<file path="src/rtl/fifo_rd_stream.sv">
// Read-domain adapter for the async FIFO. It pops words into a 2-entry buffer and drives a valid/ready stream with m_last packet tags.
// A word popped at edge N is on m_data from edge N. A stall absorbs at most 2 words, and rinc never depends on m_ready.
module fifo_rd_stream #(
  parameter int DSIZE   = 8,
  parameter int PKT_LEN = 4,
  parameter int CNTW    = 16
) (
  input  logic             rclk,
  input  logic             rrst_n,
  input  logic             rempty,
  input  logic [DSIZE-1:0] rdata,
  output logic             rinc,
  output logic [DSIZE-1:0] m_data,
  output logic             m_valid,
  output logic             m_last,
  input  logic             m_ready,
  input  logic             flush,
  output logic [CNTW-1:0]  rd_count
);

  typedef enum logic [1:0] {
    EMPTY = 2'd0,
    ONE   = 2'd1,
    TWO   = 2'd2
  } state_t;

  localparam int            PW       = 8;
  localparam logic [PW-1:0] POS_LAST = PW'(PKT_LEN - 1);

  state_t           state;
  state_t           state_nxt;
  logic [DSIZE-1:0] head_dat;
  logic [DSIZE-1:0] tail_dat;
  logic             head_last;
  logic             tail_last;
  logic [PW-1:0]    pkt_pos;
  logic             push;
  logic             pop;
  logic             push_last;
  logic             load_head_new;
  logic             load_head_tail;
  logic             load_tail;

  // Gating rinc with rrst_n keeps the FIFO from being popped while reset is held.
  assign rinc      = rrst_n && !rempty && (state != TWO) && !flush;
  assign push      = rinc;
  assign m_valid   = (state != EMPTY);
  assign pop       = m_valid && m_ready;
  assign m_data    = head_dat;
  assign m_last    = head_last;
  assign push_last = (pkt_pos == POS_LAST);

  always_ff @(posedge rclk or negedge rrst_n) begin
    if (!rrst_n) begin
      state <= EMPTY;
    end else begin
      state <= state_nxt;
    end
  end

  always_comb begin
    state_nxt      = state;
    load_head_new  = 1'b0;
    load_head_tail = 1'b0;
    load_tail      = 1'b0;
    case (state)
      EMPTY: begin
        if (push) begin
          state_nxt     = ONE;
          load_head_new = 1'b1;
        end
      end
      ONE: begin
        if (push && !pop) begin
          state_nxt = TWO;
          load_tail = 1'b1;
        end else if (!push && pop) begin
          state_nxt = EMPTY;
        end else if (push && pop) begin
          load_head_new = 1'b1;
        end
      end
      TWO: begin
        if (pop) begin
          state_nxt      = ONE;
          load_head_tail = 1'b1;
        end
      end
      default: state_nxt = EMPTY;
    endcase
    // Flush wins over everything; rinc is already low, so no word can be lost.
    if (flush) begin
      state_nxt      = EMPTY;
      load_head_new  = 1'b0;
      load_head_tail = 1'b0;
      load_tail      = 1'b0;
    end
  end

  always_ff @(posedge rclk or negedge rrst_n) begin
    if (!rrst_n) begin
      head_dat  <= '0;
      head_last <= 1'b0;
      tail_dat  <= '0;
      tail_last <= 1'b0;
    end else begin
      if (load_head_new) begin
        head_dat  <= rdata;
        head_last <= push_last;
      end else if (load_head_tail) begin
        head_dat  <= tail_dat;
        head_last <= tail_last;
      end
      if (load_tail) begin
        tail_dat  <= rdata;
        tail_last <= push_last;
      end
    end
  end

  always_ff @(posedge rclk or negedge rrst_n) begin
    if (!rrst_n) begin
      pkt_pos <= '0;
    end else if (flush) begin
      pkt_pos <= '0;
    end else if (push) begin
      pkt_pos <= push_last ? '0 : pkt_pos + PW'(1);
    end
  end

  // A handshake in a flush cycle is still a delivered word.
  always_ff @(posedge rclk or negedge rrst_n) begin
    if (!rrst_n) begin
      rd_count <= '0;
    end else if (pop) begin
      rd_count <= rd_count + CNTW'(1);
    end
  end

endmodule

</file>
<file path="config.mk">
export PLATFORM = sky130hd
export DESIGN_NAME = fifo_rd_stream
export DESIGN_NICKNAME = d
export VERILOG_FILES = /design/src/rtl/fifo_rd_stream.sv
export SDC_FILE = /design/constraint.sdc
export NUM_CORES = 1
export LEC_CHECK = 0
export ABC_AREA = 1
export CORE_ASPECT_RATIO = 2
export CORE_MARGIN = 3
export CORE_UTILIZATION = 54
export CTS_BUF_LIST = sky130_fd_sc_hd__clkbuf_8
export CTS_CLUSTER_SIZE = 20
export DETAILED_ROUTE_END_ITERATION = 12
export GPL_TIMING_DRIVEN = 1
export HOLD_SLACK_MARGIN = 0.06
export PLACE_DENSITY = 0.85
export SLEW_MARGIN = 20
export SYNTH_ARGS = -nofsm -noshare
export SYNTH_HDL_FRONTEND = slang
export SYNTH_SLANG_ARGS = --single-unit
</file>
<file path="constraint.sdc">
create_clock -name rclk -period 1.7 [get_ports rclk]
set_input_delay 0.51 -clock rclk [delete_from_list [all_inputs] [get_ports rclk]]
set_output_delay 0.51 -clock rclk [all_outputs]
set_load 0.02 [all_outputs]
</file>
; Yosys cells after proc, flatten, opt, wreduce, memory -nomap -nowiden
; Index checks and enable logic that the tools add are counted.
[op_classes]
n_addsub = 2
eq_ne = 7
mux = 25
reduce_logical = 16
[ops]
columns = cell, count
row1 = two-way mux 8 bit, 5
row2 = "adder 16 x 1 -> 16 bit, second input constant", 1
row3 = two-way mux 1 bit, 13
row4 = two-way mux 2 bit, 5
row5 = "adder 8 x 1 -> 8 bit, second input constant", 1
row6 = "equality test 8 x 2 -> 1 bit, second input constant", 1
row7 = logical AND 1 bit, 7
row8 = "inequality test 3 bit, second input constant", 2
row9 = case mux 2 bit (3 select lines), 1
row10 = nonzero test 2 bit, 3
row11 = logical NOT 1 bit, 4
row12 = "inequality test 4 bit, second input constant", 1
row13 = AND reduction 3 bit, 1
row14 = "equality test 2 x 1 -> 1 bit, second input constant", 1
row15 = "equality test 2 bit, second input constant", 1
row16 = logical NOT 2 bit, 1
row17 = "inequality test 2 bit, second input constant", 1
row18 = case mux 1 bit (2 select lines), 1
[totals]
register_bits = 44
inputBits = 13
output_inout_bits = 27
wordCells = 57

; Logic depth before layout (Yosys ltp)
[logic_depth]
word_depth = 11
mapped_depth = 10
ltp_nobuf = 10

; Worst setup path before layout
; No wires, ideal clock.
[synth_path]
path_kind = reg-to-reg
startpoint = register rd_count[0]
endpoint = register rd_count[14]
setup_ns = 0.080
t_arrival_ns = 1.400
required_ns = 1.620
setup_slack_ns = 0.220
path_stages_with_launch = 7
path_buffers = 0
period_less_slack_ns = 1.480
cell_sequence = dfrtp_1 -> ha_1 -> nand3_1 -> nor3_1 -> nand3_1 -> nor2_1 -> xor2_1
[synth_between]
elab_chain_cells = 1
[synth_rtl]
columns = element, line
row1 = from (decl), 18  ; output logic [CNTW-1:0] rd_count
row2 = from (signal assigned), 136  ; rd_count <= rd_count + CNTW'(1);
row3 = adder 16 x 1 -> 16 bit, 136
; Every way passes these cells.
; A chain may end at the register's enable or synchronous reset.

; Final worst setup path
[layout_path]
startpoint = register state[1]
endpoint = output rinc
[layout_between]
elab_chain_cells = 3
[layout_rtl]
columns = element, line
row1 = from (decl), 30  ; state_t state;
row2 = from (signal assigned), 57  ; state <= state_nxt;
row3 = inequality test 2 bit, 45  ; assign rinc = rrst_n && !rempty && (state != TWO) && !flush;
row4 = logical AND 1 bit (2 in series), 45
row5 = to (decl), 12  ; output logic rinc,
; Every way passes these cells.

==> results.md <==
- Status: complete, no violations
- H-tree depth: 2
- Count leader, synth: nand2_1
- Max-Cap Viols: 0
- FF+latch count, synth: 44
- Gr usage total: 22.9%
- DRC Markers: 0
- CTS clk-pin slew, worst paths: around 0.090 ns
- Worst Path Arrival: 1.19 ns
- FF-to-FF End: m_data[0]
- Synthesized area: around 2100 sq um
- Worst Setup SP: state[1]
- Post-synth top cells: nand2_1 (70), dfrtp_1 (44), nand3_1 (25), inv_1 (20)
- DR pass1 iterations: 4
- Row count: 31
- Syn Nets: roughly 250
- Max Slew Vio Count: 0
- Global-route wire length before repair: approximately 8.3 mm
- Clock sinks: 44
- CTS tree: yes
- Crit path required time: 1.19 ns
- Worst-Margin Slew: 0.554 ns
- Vias post-DR: between 1500 and 2000
- Core Area: roughly 3700 sq um
- Routed wire length: a little over 5 mm
- Layout Cells excl Fill: ~360
- Sum Neg Setup Slack: 0 ns
- Area growth, synth to finish: 35.8%
- Relative slew slack: between 60% and 70%
- Fin crit share: approximately 100%
- Layout cells sized above 1: around a fifth
- Total gr overflow: 0
- F_max: 0.589 GHz
- Crit Path Class: reg2out
- DPL Wire Length: ~3.6 mm
- Drt via density: between 5 and 6
- Root buf cell: clkbuf_8
- CP max stage cell: dfrtp_1
- CTS max path bufs: 2
- Worst-path cell chain: nand2_1, nand3_2, nor2_4, buf_6
- Hold Path Class: in2async
- Initial antenna violation count: 0
- Netlist cell types: 26
- CP delay by family, top: flip-flops
- RePlAce Congestion: between 0.8 and 0.9
- PwrDens: approximately 1000 nW/um^2
- Finished Cell Area: 2870 sq um
- Vias in the first global route: ~1900
- Synth warn: 0
- Peak VDD IR: ~0.84 mV
- Post-synth top flop: dfrtp_1
- I/O pin cnt: 40
- Cells after Synth: about 240
- Sequential share of the synthesized area: 52.1%
- Critical path endpoint category: output port
- Die ar.: ~4700 sq um
- Placed inst area: approximately 2700 sq um
- Synth top area share: ~52%
- Synth area leaders: dfrtp_1 (52%), nand2_1 (12%), nand3_1 (5.9%)
- Post-synth EDFFs: 0
- Number of port buffers: 39
- Nets: roughly 320
- R2r startpoint: state[1]
- DR iter-0 viols: 56
- Crit path launch type: flip-flop
- Largest net degree at the start of global routing: 45
- Slowest stage delay, CP: approximately 0.4 ns
- Lkg Pwr: 0.00155 uW
- Critical Path Sink: rinc
- ANT cells: 0
- Leading area contributor after synthesis: dfrtp_1
- Crit. path cell count: 4
- RSZ-0062 raised after global routing: true
- Clk_skew: roughly 0.0084 ns
- Reg2reg path depth: 10
- Final hold violation count: 0
- R2R Setup Slk: approximately 0.040 ns
- Wire per inst: 14.1 microns
- Filler cells: ~260
- DIE HEIGHT: between 90 and 100 microns
- Post-Place Cells: ~350
- Final min period: 1.70 ns
- Syn avg cell area: between 8 and 9 sq um
- CP Max Fanout: 3
- Antenna Nets Post-Route: 0
- Initial core utilization: between 50 and 60%
- Post-synth ARST share: 100%
- Worst skew pair latency: about 0.30 ns
- Die W: approximately 50 microns
- TritonCTS buffer count: 5
- Setup violators final: 0
- Crit path buf inv count: 1
-- metal layers --
metal	vias up	GRT usage [%]	wire, microns
li1	912	-	-
met1	927	24.7	1890
met2	45	41.7	2860
met3	12	4.27	166
met4	0	11.1	136
met5	-	0	0
-- registers in the layout, summed over array words and instances (netlist names) --
name	count
rd_count	16
pkt_pos	8
m_data	8
m_last	1
tail_last	1
state	2
tail_dat	8
-- worst reg2reg max path, delay by kind of cell (launching register included) --
| kind | cells | cell delay (ns) |
|---|---|---|
| buf+inv | 3 | 0.33 |
| flops | 1 | 0.40 |
| simple gates | 7 | 0.83 |
-- report_power, final --
part / switching (uW) / internal (uW)
logic: 470 / 335
registers: 134 / 1250
clock network: 377 / 443
total: 981 / 2020
-- through the flow --
step,worst slack (ns),hold slack [ns],util (%),total power [uW]
final,0.00344,0.437,77.9,3010
after global placement,-0.572,0.453,73.8,2240
after floorplan,0.220,0.214,-,1830
after detailed placement,-0.596,0.460,73.8,2270
after global routing,-0.0801,0.485,77.9,3190
after CTS,-0.143,0.448,76.0,3000
-- how the worst min path moves through the flow --
stage / from / endpoint / slack, ns
2_1_floorplan: rrst_n / m_data[0] / 0.21
3_3_place_gp: tail_dat[6] / tail_dat[6] / 0.45
3_5_place_dp: tail_dat[5] / tail_dat[5] / 0.46
4_1_cts: rrst_n / pkt_pos[6] / 0.45
5_1_grt: rrst_n / tail_dat[1] / 0.49
6_report: rrst_n / pkt_pos[1] / 0.44
-- area by class of cell --
class	count	area (sq um)	share of cell area, %
clock buffer	5	68.8	2.40
clock inverter	3	46.3	1.61
inverter	25	96.3	3.36
multi-input combinational	169	930	32.4
sequential	44	1100	38.3
tap	49	61.3	2.14
timing repair buffer	64	568	19.8
-- kinds of logic after synthesis --
logic type                 Yosys count  share of synthesized area, %
DFF                                 44                          52.1
adders and majority gates            2                          1.18
buffers and inverters               26                          4.97
and+or+nand+nor                    127                          28.1
xor gates and xnor gates            17                          7.04
AOI/OAI and AO/OA                   22                          6.63
-- cell usage in the layout, fill, tap and decap left out, types with 4 or more instances in the layout --
cell              n
inv_2             5
inv_1            19
dfrtp_1          44
nor2_4            5
clkbuf_8          5
nor2_2            4
xor2_1            9
nand2_1          70
xnor2_1           8
buf_4            23
clkdlybuf4s50_1   9
nand3_1          24
nor2_1            9
a22oi_1           8
dlygate4sd2_1    25
-- repair_timing --
item | in CTS | in global routing
cloned | 0 | 1
pin swaps | 0 | 5
gates resized for setup | 35 | 7
hold buffers | 0 | 0
setup buffers | 0 | 4
endpoints found under the setup margin | 27 | 18
Note: power is estimated with default switching activity, not from simulation.
